**src/rtl/mux_8x1_pkg.sv**
```systemverilog
// Shared constants and select-code type for the registered 8:1 selector.
package mux_8x1_pkg;

    localparam int NUM_IN        = 8;
    localparam int SEL_W         = 3;
    localparam int DEFAULT_WIDTH = 3;

    typedef logic [SEL_W-1:0] sel_t;

    localparam sel_t SEL_A = 3'd0;
    localparam sel_t SEL_B = 3'd1;
    localparam sel_t SEL_C = 3'd2;
    localparam sel_t SEL_D = 3'd3;
    localparam sel_t SEL_E = 3'd4;
    localparam sel_t SEL_F = 3'd5;
    localparam sel_t SEL_G = 3'd6;
    localparam sel_t SEL_H = 3'd7;

endpackage

```
**src/rtl/mux_8x1_sel.sv**
```systemverilog
// Purely combinational 8:1 word selector; every select code maps to one input.
module mux_8x1_sel
    import mux_8x1_pkg::*;
#(
    parameter int WIDTH = DEFAULT_WIDTH
) (
    input  logic [WIDTH-1:0] a_i,
    input  logic [WIDTH-1:0] b_i,
    input  logic [WIDTH-1:0] c_i,
    input  logic [WIDTH-1:0] d_i,
    input  logic [WIDTH-1:0] e_i,
    input  logic [WIDTH-1:0] f_i,
    input  logic [WIDTH-1:0] g_i,
    input  logic [WIDTH-1:0] h_i,
    input  sel_t             s_i,
    output logic [WIDTH-1:0] y_o
);

    // Decode the select code; the default arm only matters for a non-known select.
    always_comb begin
        y_o = '0;
        case (s_i)
            SEL_A:   y_o = a_i;
            SEL_B:   y_o = b_i;
            SEL_C:   y_o = c_i;
            SEL_D:   y_o = d_i;
            SEL_E:   y_o = e_i;
            SEL_F:   y_o = f_i;
            SEL_G:   y_o = g_i;
            SEL_H:   y_o = h_i;
            default: y_o = '0;
        endcase
    end

endmodule

```
**src/rtl/mux_8x1.sv**
```systemverilog
// Registered 8:1 data selector: captures the selected word when en is high
// and flags the following cycle with out_valid.
module mux_8x1
    import mux_8x1_pkg::*;
#(
    parameter int WIDTH = DEFAULT_WIDTH
) (
    input  logic             clk,
    input  logic             rst,
    input  logic             en,
    input  logic [WIDTH-1:0] a,
    input  logic [WIDTH-1:0] b,
    input  logic [WIDTH-1:0] c,
    input  logic [WIDTH-1:0] d,
    input  logic [WIDTH-1:0] e,
    input  logic [WIDTH-1:0] f,
    input  logic [WIDTH-1:0] g,
    input  logic [WIDTH-1:0] h,
    input  logic [2:0]       s,
    output logic [WIDTH-1:0] out,
    output logic             out_valid
);

    logic [WIDTH-1:0] sel_s;
    logic [WIDTH-1:0] out_d;
    logic [WIDTH-1:0] out_q;
    logic             valid_d;
    logic             valid_q;

    mux_8x1_sel #(
        .WIDTH (WIDTH)
    ) u_sel (
        .a_i (a),
        .b_i (b),
        .c_i (c),
        .d_i (d),
        .e_i (e),
        .f_i (f),
        .g_i (g),
        .h_i (h),
        .s_i (s),
        .y_o (sel_s)
    );

    // Next-state: load the selected word on enable, otherwise hold.
    always_comb begin
        out_d   = out_q;
        valid_d = en;
        if (en) begin
            out_d = sel_s;
        end else begin
            out_d = out_q;
        end
    end

    // Output and valid registers; reset wins over enable.
    always_ff @(posedge clk) begin
        if (rst) begin
            out_q   <= '0;
            valid_q <= 1'b0;
        end else begin
            out_q   <= out_d;
            valid_q <= valid_d;
        end
    end

    assign out       = out_q;
    assign out_valid = valid_q;

endmodule

```
**config.mk**
```make
export PLATFORM = sky130hd
export DESIGN_NAME = mux_8x1
export DESIGN_NICKNAME = d
export VERILOG_FILES = /design/src/rtl/mux_8x1_pkg.sv /design/src/rtl/mux_8x1_sel.sv /design/src/rtl/mux_8x1.sv
export SDC_FILE = /design/constraint.sdc
export NUM_CORES = 1
export LEC_CHECK = 0
export BUFFER_PORTS_ARGS = -buffer_cell sky130_fd_sc_hd__buf_2
export CAP_MARGIN = 20
export CORE_AREA = 2 2 39 41
export CTS_CLUSTER_SIZE = 24
export DETAILED_ROUTE_END_ITERATION = 16
export DIE_AREA = 0 0 41 43
export HOLD_SLACK_MARGIN = 0.05
export PLACE_DENSITY = 0.67
export REMOVE_ABC_BUFFERS = 1
export SYNTH_ARGS = -nofsm -noshare
export SYNTH_HDL_FRONTEND = slang
export SYNTH_SLANG_ARGS = --single-unit
export TNS_END_PERCENT = 5
```
**constraint.sdc**
```tcl
create_clock -name clk -period 1.4 [get_ports clk]
set_input_delay 0.21 -clock clk [delete_from_list [all_inputs] [get_ports clk]]
set_output_delay 0.21 -clock clk [all_outputs]
set_load 0.005 [all_outputs]
```
# Yosys cells after proc, flatten, opt, wreduce, memory -nomap -nowiden
# Index checks and enable logic that the tools add are counted.
# word_totals
input_bits	30
out_inout_bits	4
ff_bits	4
word_cells	11
# classes
reduce_logical	1
n_mux	1
n_eq_ne	7
# op_table
op	count
case mux 3 bit (8 select lines)	1
equality test 3 bit, second input constant	4
equality test 3 x 2 -> 1 bit, second input constant	2
equality test 3 x 1 -> 1 bit, second input constant	1
zero test 3 bit	1

# Depth between registers and ports, before layout
# Gate-level depths: netlist (run 1).
# depth
ltp_word	2
ltp_mapped	5
depth_no_buf	4

# By module
# From an unflattened synthesis (run 1), not the netlist that was laid out.
# hier_totals
cells_unflattened	41
area_unflattened_um2	365.4
# by_module_without_submodules
module	instances	seq_area_each_um2	area_each_um2	cells_each
mux_8x1_sel	1	0.0	237.7	30
mux_8x1	1	80.1	127.6	11

# Worst setup path before layout (run 1)
# OpenSTA, ideal clock, no wires.
# synth_path
path_type	input to register
from	input port s[1]
to	register out_q[1], in the netlist out[1]
setup_ns	0.126
path_slack_ns	0.340
arrival_ns	0.934
path_buffers	1
stages	4
required_ns	1.274
cell_sequence	buf_6 -> or3_1 -> nor3b_1 -> nor4_1
# synth_between
elab_chain_cells	2
word_cells_on_any_way	9
cone_classes	7 x eq/ne; 1 x mux; 1 x reduce/logical
# synth_lines
element	line_no	source
from (decl)	mux_8x1.sv:19	input logic [2:0] s,
equality test 3 bit (tied with other cells)	mux_8x1_sel.sv:22	case (s_i)
case mux 3 bit (8 select lines) *	mux_8x1_sel.sv:22	
to (signal assigned)	mux_8x1.sv:62	out_q <= out_d;
to (decl)	mux_8x1.sv:26	logic [WIDTH-1:0] out_q;
# Every way passes the cells marked *; elsewhere a longest branch is shown, timed or not.
# A chain may end at the register's enable or synchronous reset.

# Worst setup path after layout (run 1)
# layout_path
from	input port s[2]
to	register out_q[1], in the netlist out[1]
# The elaborated chain is that of the path after synthesis.

==> results of run 1 <==
[metal layers]
metal	wire length, um	share of wire [%]
met1	391	41
met3	92	9.7
met5	0	0
met4	0	0
met2	465	49
[through the flow]
step                power [W]  hold slack [ns]  instance area [um^2]  setup WS (ns)
floorplan            0.000176            0.288                   338          0.435
global placement     0.000240            0.411                   523          0.203
detailed placement   0.000243            0.413                   523          0.156
CTS                  0.000392            0.166                   546          0.410
global route         0.000410            0.176                   546          0.346
finish               0.000382            0.177                   546          0.411
[kinds of logic after synthesis]
| logic type | count (synthesis) |
|---|---|
| buffers and inverters | 5 |
| AND/OR/NAND/NOR | 16 |
| AO/OA/AOI/OAI | 10 |
| multiplexers | 8 |
| flip-flops | 4 |
[cells in the final DEF (no fill, tap or decap), drive strengths merged]
cell type / n
nor2b: 2
clkbuf: 3
dfxtp: 4
nor2: 2
or3: 1
nand2b: 1
nor4: 1
nor3b: 3
o221ai: 2
buf: 33
a211oi: 2
nand2: 5
a221oi: 1
or2b: 1
inv: 3
o31ai: 1
mux2i: 8
o22ai: 4
[final cells by class]
type	count	share of cell area [%]
clock buffer	3	4.13
inverter	3	2.06
multi-input combinational	34	45.2
sequential	4	14.7
tap	16	3.67
timing repair buffer	33	30.3
[state kept, by name, indices dropped and copies added (netlist names)]
name	cells
out	3
out_valid	1
[worst max-delay path, delay by kind of cell]
family | cells | cell delay (ns)
AO/OA/AOI/OAI | 2 | 0.38
AND/OR/NAND/NOR | 2 | 0.26
buffers and inverters | 1 | 0.25
[worst max-delay path by stage]
| stage | end |
|---|---|
| final | out[1]$_SDFFE_PP0P_ |
| after CTS | out[1]$_SDFFE_PP0P_ |
| after global routing | out[1]$_SDFFE_PP0P_ |
| after global placement | out[1]$_SDFFE_PP0P_ |
| after detailed placement | out[1]$_SDFFE_PP0P_ |
| after floorplan | out[1]$_SDFFE_PP0P_ |
[power by group]
part           switching, W  internal (W)  leakage [nW]  total [W]
combinational     0.0000503     0.0000635         0.246   0.000114
clock             0.0000462     0.0000958        0.0138   0.000142
sequential       0.00000296      0.000123        0.0331   0.000126
total             0.0000995      0.000282         0.293   0.000382
==> impl_metrics.tcl, run 1 <==
set metrics [dict create \
    status "complete, no violations" \
    min_delay_worst_endpoint "out[1]$_SDFFE_PP0P_" \
    period_needed_ns 0.989 \
    fp.coreArea_mm2 0.00138 \
    reg2reg_from "out[1]$_SDFFE_PP0P_" \
    finalSetupTns_ns 0 \
    areaGrowthSynthToFinish_pct 51.4 \
    diodes 0 \
    vias_per_cell 4.67 \
    finalHoldViolations 0 \
    synth_common_cells "mux2i_1 (8), nand2_1 (5), dfxtp_1 (4), o22ai_1 (4), nor3b_1 (3)" \
    wl_per_cell_um 10.2 \
    cts_setup_buffers 0 \
    crit_type "input port to register" \
    max_freq_ghz 1.01 \
    synthAdderAreaFrac_pct 0 \
    post-route-period-util_pct 70.7 \
    start_util_pct 26.0 \
    cp.arrival_ns 1.10 \
    hold_path.class "input port to register" \
    synth_top_cell_by_area "dfxtp_1" \
    total_leakage_power_nw 0.293 \
    crit_path_end_kind "register" \
    grt_max_degree 14 \
    multi_input_area_um2 246 \
    wl_um 950 \
    maxSlewHeadroom_pct 82.4 \
    io_pins 34 \
    r2r_slack_ns 0.81 \
    crit_fanout 13 \
    synthMuxAreaShare_pct 22.2 \
    clock_latency_ns 0.23 \
    final_max_slew_viol_count 0 \
    ys_seq_area_share_pct 22.2 \
    ir_drop_v 0.000203 \
    htree_levels 1 \
    firstDrtPassIters 4 \
    syn-cell-area_um2 360 \
    row_count 14 \
    crit_path_start "s[2]" \
    die_area_mm2 0.00176 \
    cts_sinks 4 \
    top_usage_layer "met2" \
    synth.area.top_cells "dfxtp_1 (22%), mux2i_1 (22%), o22ai_1 (6.9%)" \
    nNetsFinal 109 \
    synthArstFlopShare_pct 0 \
    cts_hold_buf 0 \
    syn_inst 43 \
    synth_seq_cells 4 \
    max_stage_delay_ns 0.30 \
    synth.most_common_cell "mux2i_1" \
    synth_xor_area_share_pct 0 \
    power_density_mw_per_mm2 700 \
    synth_edf_count 0 \
    gp_congestion 0.662 \
    cp_data_required_time_ns 1.51 \
    critPathSlowestCell "a221oi_1" \
    r2r_cells 2 \
    postRouteAntennaNets 0 \
    syn_avg_cell_area_um2 8.38 \
    ctsRootBufferMaster "clkbuf_4" \
    dpl.hpwl_um 796 \
    clk_pin_slew_ns 0.04 \
    netlist.area_leader.share_pct 22.2 \
    crit_path_cell_trace "buf_2, nor2b_1, o22ai_1, a221oi_1, nor4_1" \
    rsz0062_at_grt "false" \
    dieWidth_um 41 \
    drc 0 \
    grt_use_met3_pct 1.57 \
    vias 434 \
    yosysWarnings 0 \
    synth_ff_type "dfxtp_1" \
    min_from "rst" \
    cap_violations 0 \
    met2_usage_pct 19.7 \
    utilization_pct 39.4 \
    tightest_slew_ns 0.264 \
    antenna_found_initial 0 \
    tritoncts "yes" \
    clock_path_buffers 2 \
    placed_cells 90 \
    drtIter0Drc 5 \
    rr_endpoint "out[1]$_SDFFE_PP0P_" \
    drive_above_1_share_pct 49.4 \
    start_kind "input port" \
    grt_pass1_vias 395 \
    globalRouteTotalUtil_pct 12.7 \
    io_buffers 33 \
    min_path_cells 2 \
    fill_cells 167 \
    register_area_um2 80.1 \
    cts_buffers 3 \
    grt_pass1_wl_mm 1.54 \
    final_cells 93 \
    synth_cell_types 18 \
    cts_resized 0 \
    finalSetupViolations 0 \
    synth_compound_area_share_pct 21.9 \
    grt-ovfl-total 0 \
    finalClockSkew_ns 0 \
    die_h_um 43 \
    yosys.area_share.simple_pct 24.3 \
    grt.met1_usage_pct 14.6 \
    synth_top_family_by_area "simple AND/OR/NAND/NOR gates" \
]
No activity file was read; power rests on OpenSTA's default activity.
==> run 2, diff against run 1 <==
--- a/config.mk
+++ b/config.mk
@@ -12,7 +12,7 @@
 export DETAILED_ROUTE_END_ITERATION = 16
 export DIE_AREA = 0 0 41 43
 export HOLD_SLACK_MARGIN = 0.05
-export PLACE_DENSITY = 0.67
+export PLACE_DENSITY = 0.7
 export REMOVE_ABC_BUFFERS = 1
 export SYNTH_ARGS = -nofsm -noshare
 export SYNTH_HDL_FRONTEND = slang
==> constraint.sdc (replaced) <==
create_clock -name clk -period 0.9 [get_ports clk]
set_input_delay 0.135 -clock clk [delete_from_list [all_inputs] [get_ports clk]]
set_output_delay 0.135 -clock clk [all_outputs]
set_load 0.005 [all_outputs]
==> impl_metrics.tcl, run 2 (same netlist as run 1, synthesis figures left out) <==
set metrics [dict create \
    crit_path_start "s[0]" \
    layout_setup_ws_ns 0.0398 \
    drtIter0Drc 2 \
    vias_per_cell 4.75 \
    top_usage_layer "met2" \
    ir_drop_v 0.000459 \
    status "complete, no violations" \
    die_area_mm2 0.00176 \
    htree_levels 1 \
    gp_congestion 0.681 \
    met2_usage_pct 23.1 \
    tritoncts "yes" \
    die_h_um 43 \
    grt_pass1_vias 436 \
    dpl.hpwl_um 882 \
    hold_path.class "input port to register" \
    period_needed_ns 0.860 \
    drive_above_1_share_pct 61.6 \
    firstDrtPassIters 4 \
    largest_register_ffs 3 \
    dieWidth_um 41 \
    start_kind "input port" \
    fin_total_pwr_w 0.000656 \
    min_path_cells 2 \
    worstSetupEndpoint "out[1]$_SDFFE_PP0P_" \
    clock_path_buffers 2 \
    total_leakage_power_nw 0.352 \
    diodes 0 \
    post-route-period-util_pct 95.6 \
    postRouteAntennaNets 0 \
    crit_type "input port to register" \
    r2r_slack_ns 0.29 \
    r2r_cells 2 \
    antenna_found_initial 0 \
    pre_cts_ws_ns -0.219 \
    grt.met1_usage_pct 15.0 \
    io_pins 34 \
    cap_violations 0 \
    cts_buffers 3 \
    grt_use_met3_pct 4.71 \
    hold_ws_ns 0.107 \
    cts_sinks 4 \
    wl_per_cell_um 10.6 \
    power_density_mw_per_mm2 976 \
    globalRouteTotalUtil_pct 13.9 \
    nNetsFinal 118 \
    finalSetupViolations 0 \
    grt_pass1_wl_mm 1.66 \
    reg2reg_from "out[1]$_SDFFE_PP0P_" \
    io_buffers 33 \
    cts_setup_buffers 0 \
    crit_path_end_kind "register" \
    mostFrequentLayoutCell "buf_2" \
    clk_pin_slew_ns 0.04 \
    final_max_slew_viol_count 0 \
    clock_latency_ns 0.23 \
    fp.coreArea_mm2 0.00138 \
    cts_hold_buf 0 \
    finalHoldViolations 0 \
    wl_mm 1.08 \
    cp.arrival_ns 0.99 \
    max_freq_ghz 1.16 \
    ctsRootBufferMaster "clkbuf_4" \
    maxSlewHeadroom_pct 82.2 \
    grt_max_degree 12 \
    areaGrowthSynthToFinish_pct 86.5 \
    crit_fanout 7 \
    finalSetupTns_ns 0 \
    tightest_slew_ns 0.259 \
    row_count 14 \
    drc 0 \
    grt-ovfl-total 0 \
    vias 485 \
    cp_data_required_time_ns 1.03 \
    rr_endpoint "out[1]$_SDFFE_PP0P_" \
    finalClockSkew_ns 0 \
    final_cell_mix "buf_2 (31), buf_4 (9), mux2i_1 (8), nand2_1 (5), dfxtp_1 (4)" \
    start_util_pct 26.0 \
    rsz0062_at_grt "true" \
]
-- run 2: cell count changes in the layout (fill, tap and decap cells not counted), sizes merged --
cell / before / now
buf: 33 / 42
-- run 2: stage by stage --
step	area, um^2	std cells	util (%)
4_1_cts	613	102	44.3
5_1_grt	672	102	48.6
2_1_floorplan	338	41	-
3_3_place_gp	591	99	42.7
3_5_place_dp	591	99	42.7
6_report	672	102	48.6
-- run 2: worst min-delay path by stage --
stage	slack [ns]	endpoint	from
floorplan	0.21	out[1]$_SDFFE_PP0P_	rst
global placement	0.33	out[1]$_SDFFE_PP0P_	rst
detailed placement	0.34	out[1]$_SDFFE_PP0P_	rst
CTS	0.1	out[1]$_SDFFE_PP0P_	rst
global route	0.1	out[1]$_SDFFE_PP0P_	rst
finish	0.11	out[1]$_SDFFE_PP0P_	rst
-- run 2: critical path, stage by stage --
cell      delay, ns
buf_2          0.14
nand2b_1       0.17
o22ai_1        0.19
a221oi_2       0.09
nor4_1         0.27
-- run 2: area by class of cell --
type	count	area [um^2]
Inverter	3	11.3
Sequential cell	4	80.1
Timing Repair Buffer	42	245
Clock buffer	3	22.5
Tap cell	16	20.0
Fill cell	149	712
Multi-Input combinational cell	34	293
-- run 2: report_power, final --
| part | internal [W] | switching [W] |
|---|---|---|
| Sequential | 0.000191 | 0.00000500 |
| Clock | 0.000149 | 0.0000689 |
| Combinational | 0.000140 | 0.000102 |
-- run 2: what timing repair did --
action | 4_1_cts | 5_1_grt
setup endpoints to repair | 0 | 3
resized for setup | 0 | 14
hold endpoints to repair | 0 | 0
-- run 2: layer usage --
metal	part of all wire, %	up-vias
met5	0	-
met4	1.1	0
met3	9.8	2
met2	49	24
met1	40	211
li1	-	248
==> run 3, diff against run 2 <==
--- a/config.mk
+++ b/config.mk
@@ -11,6 +11,7 @@
 export CTS_CLUSTER_SIZE = 24
 export DETAILED_ROUTE_END_ITERATION = 16
 export DIE_AREA = 0 0 41 43
+export GPL_TIMING_DRIVEN = 1
 export HOLD_SLACK_MARGIN = 0.05
 export PLACE_DENSITY = 0.7
 export REMOVE_ABC_BUFFERS = 1
==> constraint.sdc (replaced) <==
create_clock -name clk -period 0.9 [get_ports clk]
set_input_delay 0.18 -clock clk [delete_from_list [all_inputs] [get_ports clk]]
set_output_delay 0.18 -clock clk [all_outputs]
set_load 0.005 [all_outputs]
==> impl_metrics.tcl, run 3 (same netlist as run 1, synthesis figures left out) <==
set metrics [dict create \
    wl_per_cell_um 11.8 \
    cp.arrival_ns 1.08 \
    vias 495 \
    fp.coreArea_mm2 0.00138 \
    start_util_pct 26.0 \
    violations "negative setup slack" \
    htree_levels 1 \
    finalSetupViolations 1 \
    period_needed_ns 0.908 \
    hold_path.class "input port to register" \
    drtIter0Drc 4 \
    cts_sinks 4 \
    diodes 0 \
    cts_buffers 3 \
    post-route-period-util_pct 101 \
    drive_above_1_share_pct 68.6 \
    die_h_um 43 \
    tritoncts "yes" \
    cp_data_required_time_ns 1.07 \
    grt_pass1_wl_mm 1.66 \
    io_buffers 33 \
    dieWidth_um 41 \
    final_cell_mix "buf_2 (31), buf_4 (8), mux2i_1 (7), nand2_1 (5), dfxtp_1 (4)" \
    row_count 14 \
    areaGrowthSynthToFinish_pct 100 \
    crit_fanout 11 \
    final_max_slew_viol_count 0 \
    place_area_um2 591 \
    start_kind "input port" \
    grt-ovfl-total 0 \
    die_area_mm2 0.00176 \
    finalInstanceArea_um2 722 \
    largest_register_ffs 3 \
    nNetsFinal 118 \
    ir_drop_v 0.000473 \
    ctsRootBufferMaster "clkbuf_4" \
    vias_per_cell 4.85 \
    mostFrequentLayoutCell "buf_2" \
    tightest_slew_ns 0.262 \
    power_density_mw_per_mm2 952 \
    crit_type "input port to register" \
    postRouteAntennaNets 0 \
    grt_pass1_vias 433 \
    crit_path_end_kind "register" \
    clk_pin_slew_ns 0.04 \
    cap_violations 0 \
    finalHoldViolations 0 \
    layout_setup_ws_ns -0.00818 \
    finalSetupTns_ns -0.00818 \
    total_leakage_power_nw 0.367 \
    max_freq_ghz 1.10 \
    maxSlewHeadroom_pct 82.1 \
    wl_mm 1.20 \
    io_pins 34 \
    clock_path_buffers 2 \
    cts_hold_buf 0 \
    status "complete, but fails checks" \
    antenna_found_initial 0 \
    dpl.hpwl_um 882 \
    globalRouteTotalUtil_pct 13.9 \
    grt_max_degree 12 \
    drc 0 \
    clock_latency_ns 0.23 \
    gp_congestion 0.681 \
    firstDrtPassIters 4 \
    finalClockSkew_ns 0 \
]
## run 3: metal layers
layer | wire (um) | vias to the layer above | GRT usage (%)
met1 | 463 | 220 | 15.0
met3 | 111 | 2 | 4.71
met5 | 0 | - | 0
li1 | - | 249 | -
met2 | 615 | 24 | 23.1
met4 | 12 | 0 | 6.00
## run 3: layout make-up
type | count | area, um^2
clock buffer | 3 | 22.5
fill | 142 | 662
inverter | 3 | 11.3
multi-input combinational | 34 | 327
sequential | 4 | 80.1
tap | 16 | 20.0
timing repair buffer | 42 | 262
## run 3: worst paths after layout
kind                    endpoint  cells past startpoint  slack [ns]           startpoint
min          out[1]$_SDFFE_PP0P_                      2        0.16                  rst
max reg2reg  out[1]$_SDFFE_PP0P_                      2        0.28  out[1]$_SDFFE_PP0P_
max          out[2]$_SDFFE_PP0P_                      6      -0.008                 s[2]
min reg2reg  out[0]$_SDFFE_PP0P_                      2        0.43  out[0]$_SDFFE_PP0P_
## run 3: per-stage QoR
step | hold slack (ns) | power (W) | util (%) | setup slack, ns | instances
after floorplan | 0.258 | 0.000274 | - | -0.0353 | 41
after global placement | 0.374 | 0.000403 | 42.7 | -0.233 | 99
after detailed placement | 0.386 | 0.000409 | 42.7 | -0.264 | 99
after CTS | 0.144 | 0.000641 | 44.9 | 0.00300 | 102
after global routing | 0.145 | 0.000739 | 52.2 | -0.0417 | 102
final | 0.156 | 0.000688 | 52.2 | -0.00818 | 102
## run 3: report_power, final
group	total [W]	switching, W	internal [W]
registers	0.000196	0.00000493	0.000191
logic	0.000272	0.000115	0.000157
clock network	0.000219	0.0000705	0.000149
## run 3: worst max-delay path: stages
cell,delay (ns)
buf_8,0.12
buf_4,0.13
mux2i_1,0.11
a211oi_1,0.30
o221ai_1,0.16
nand2_1,0.08
## run 3: timing repair
action / CTS / global route
resized for setup: 2 / 21
pin swaps: 0 / 4
endpoints found under the setup margin: 3 / 3
setup buffers: 0 / 0
gates cloned: 0 / 0
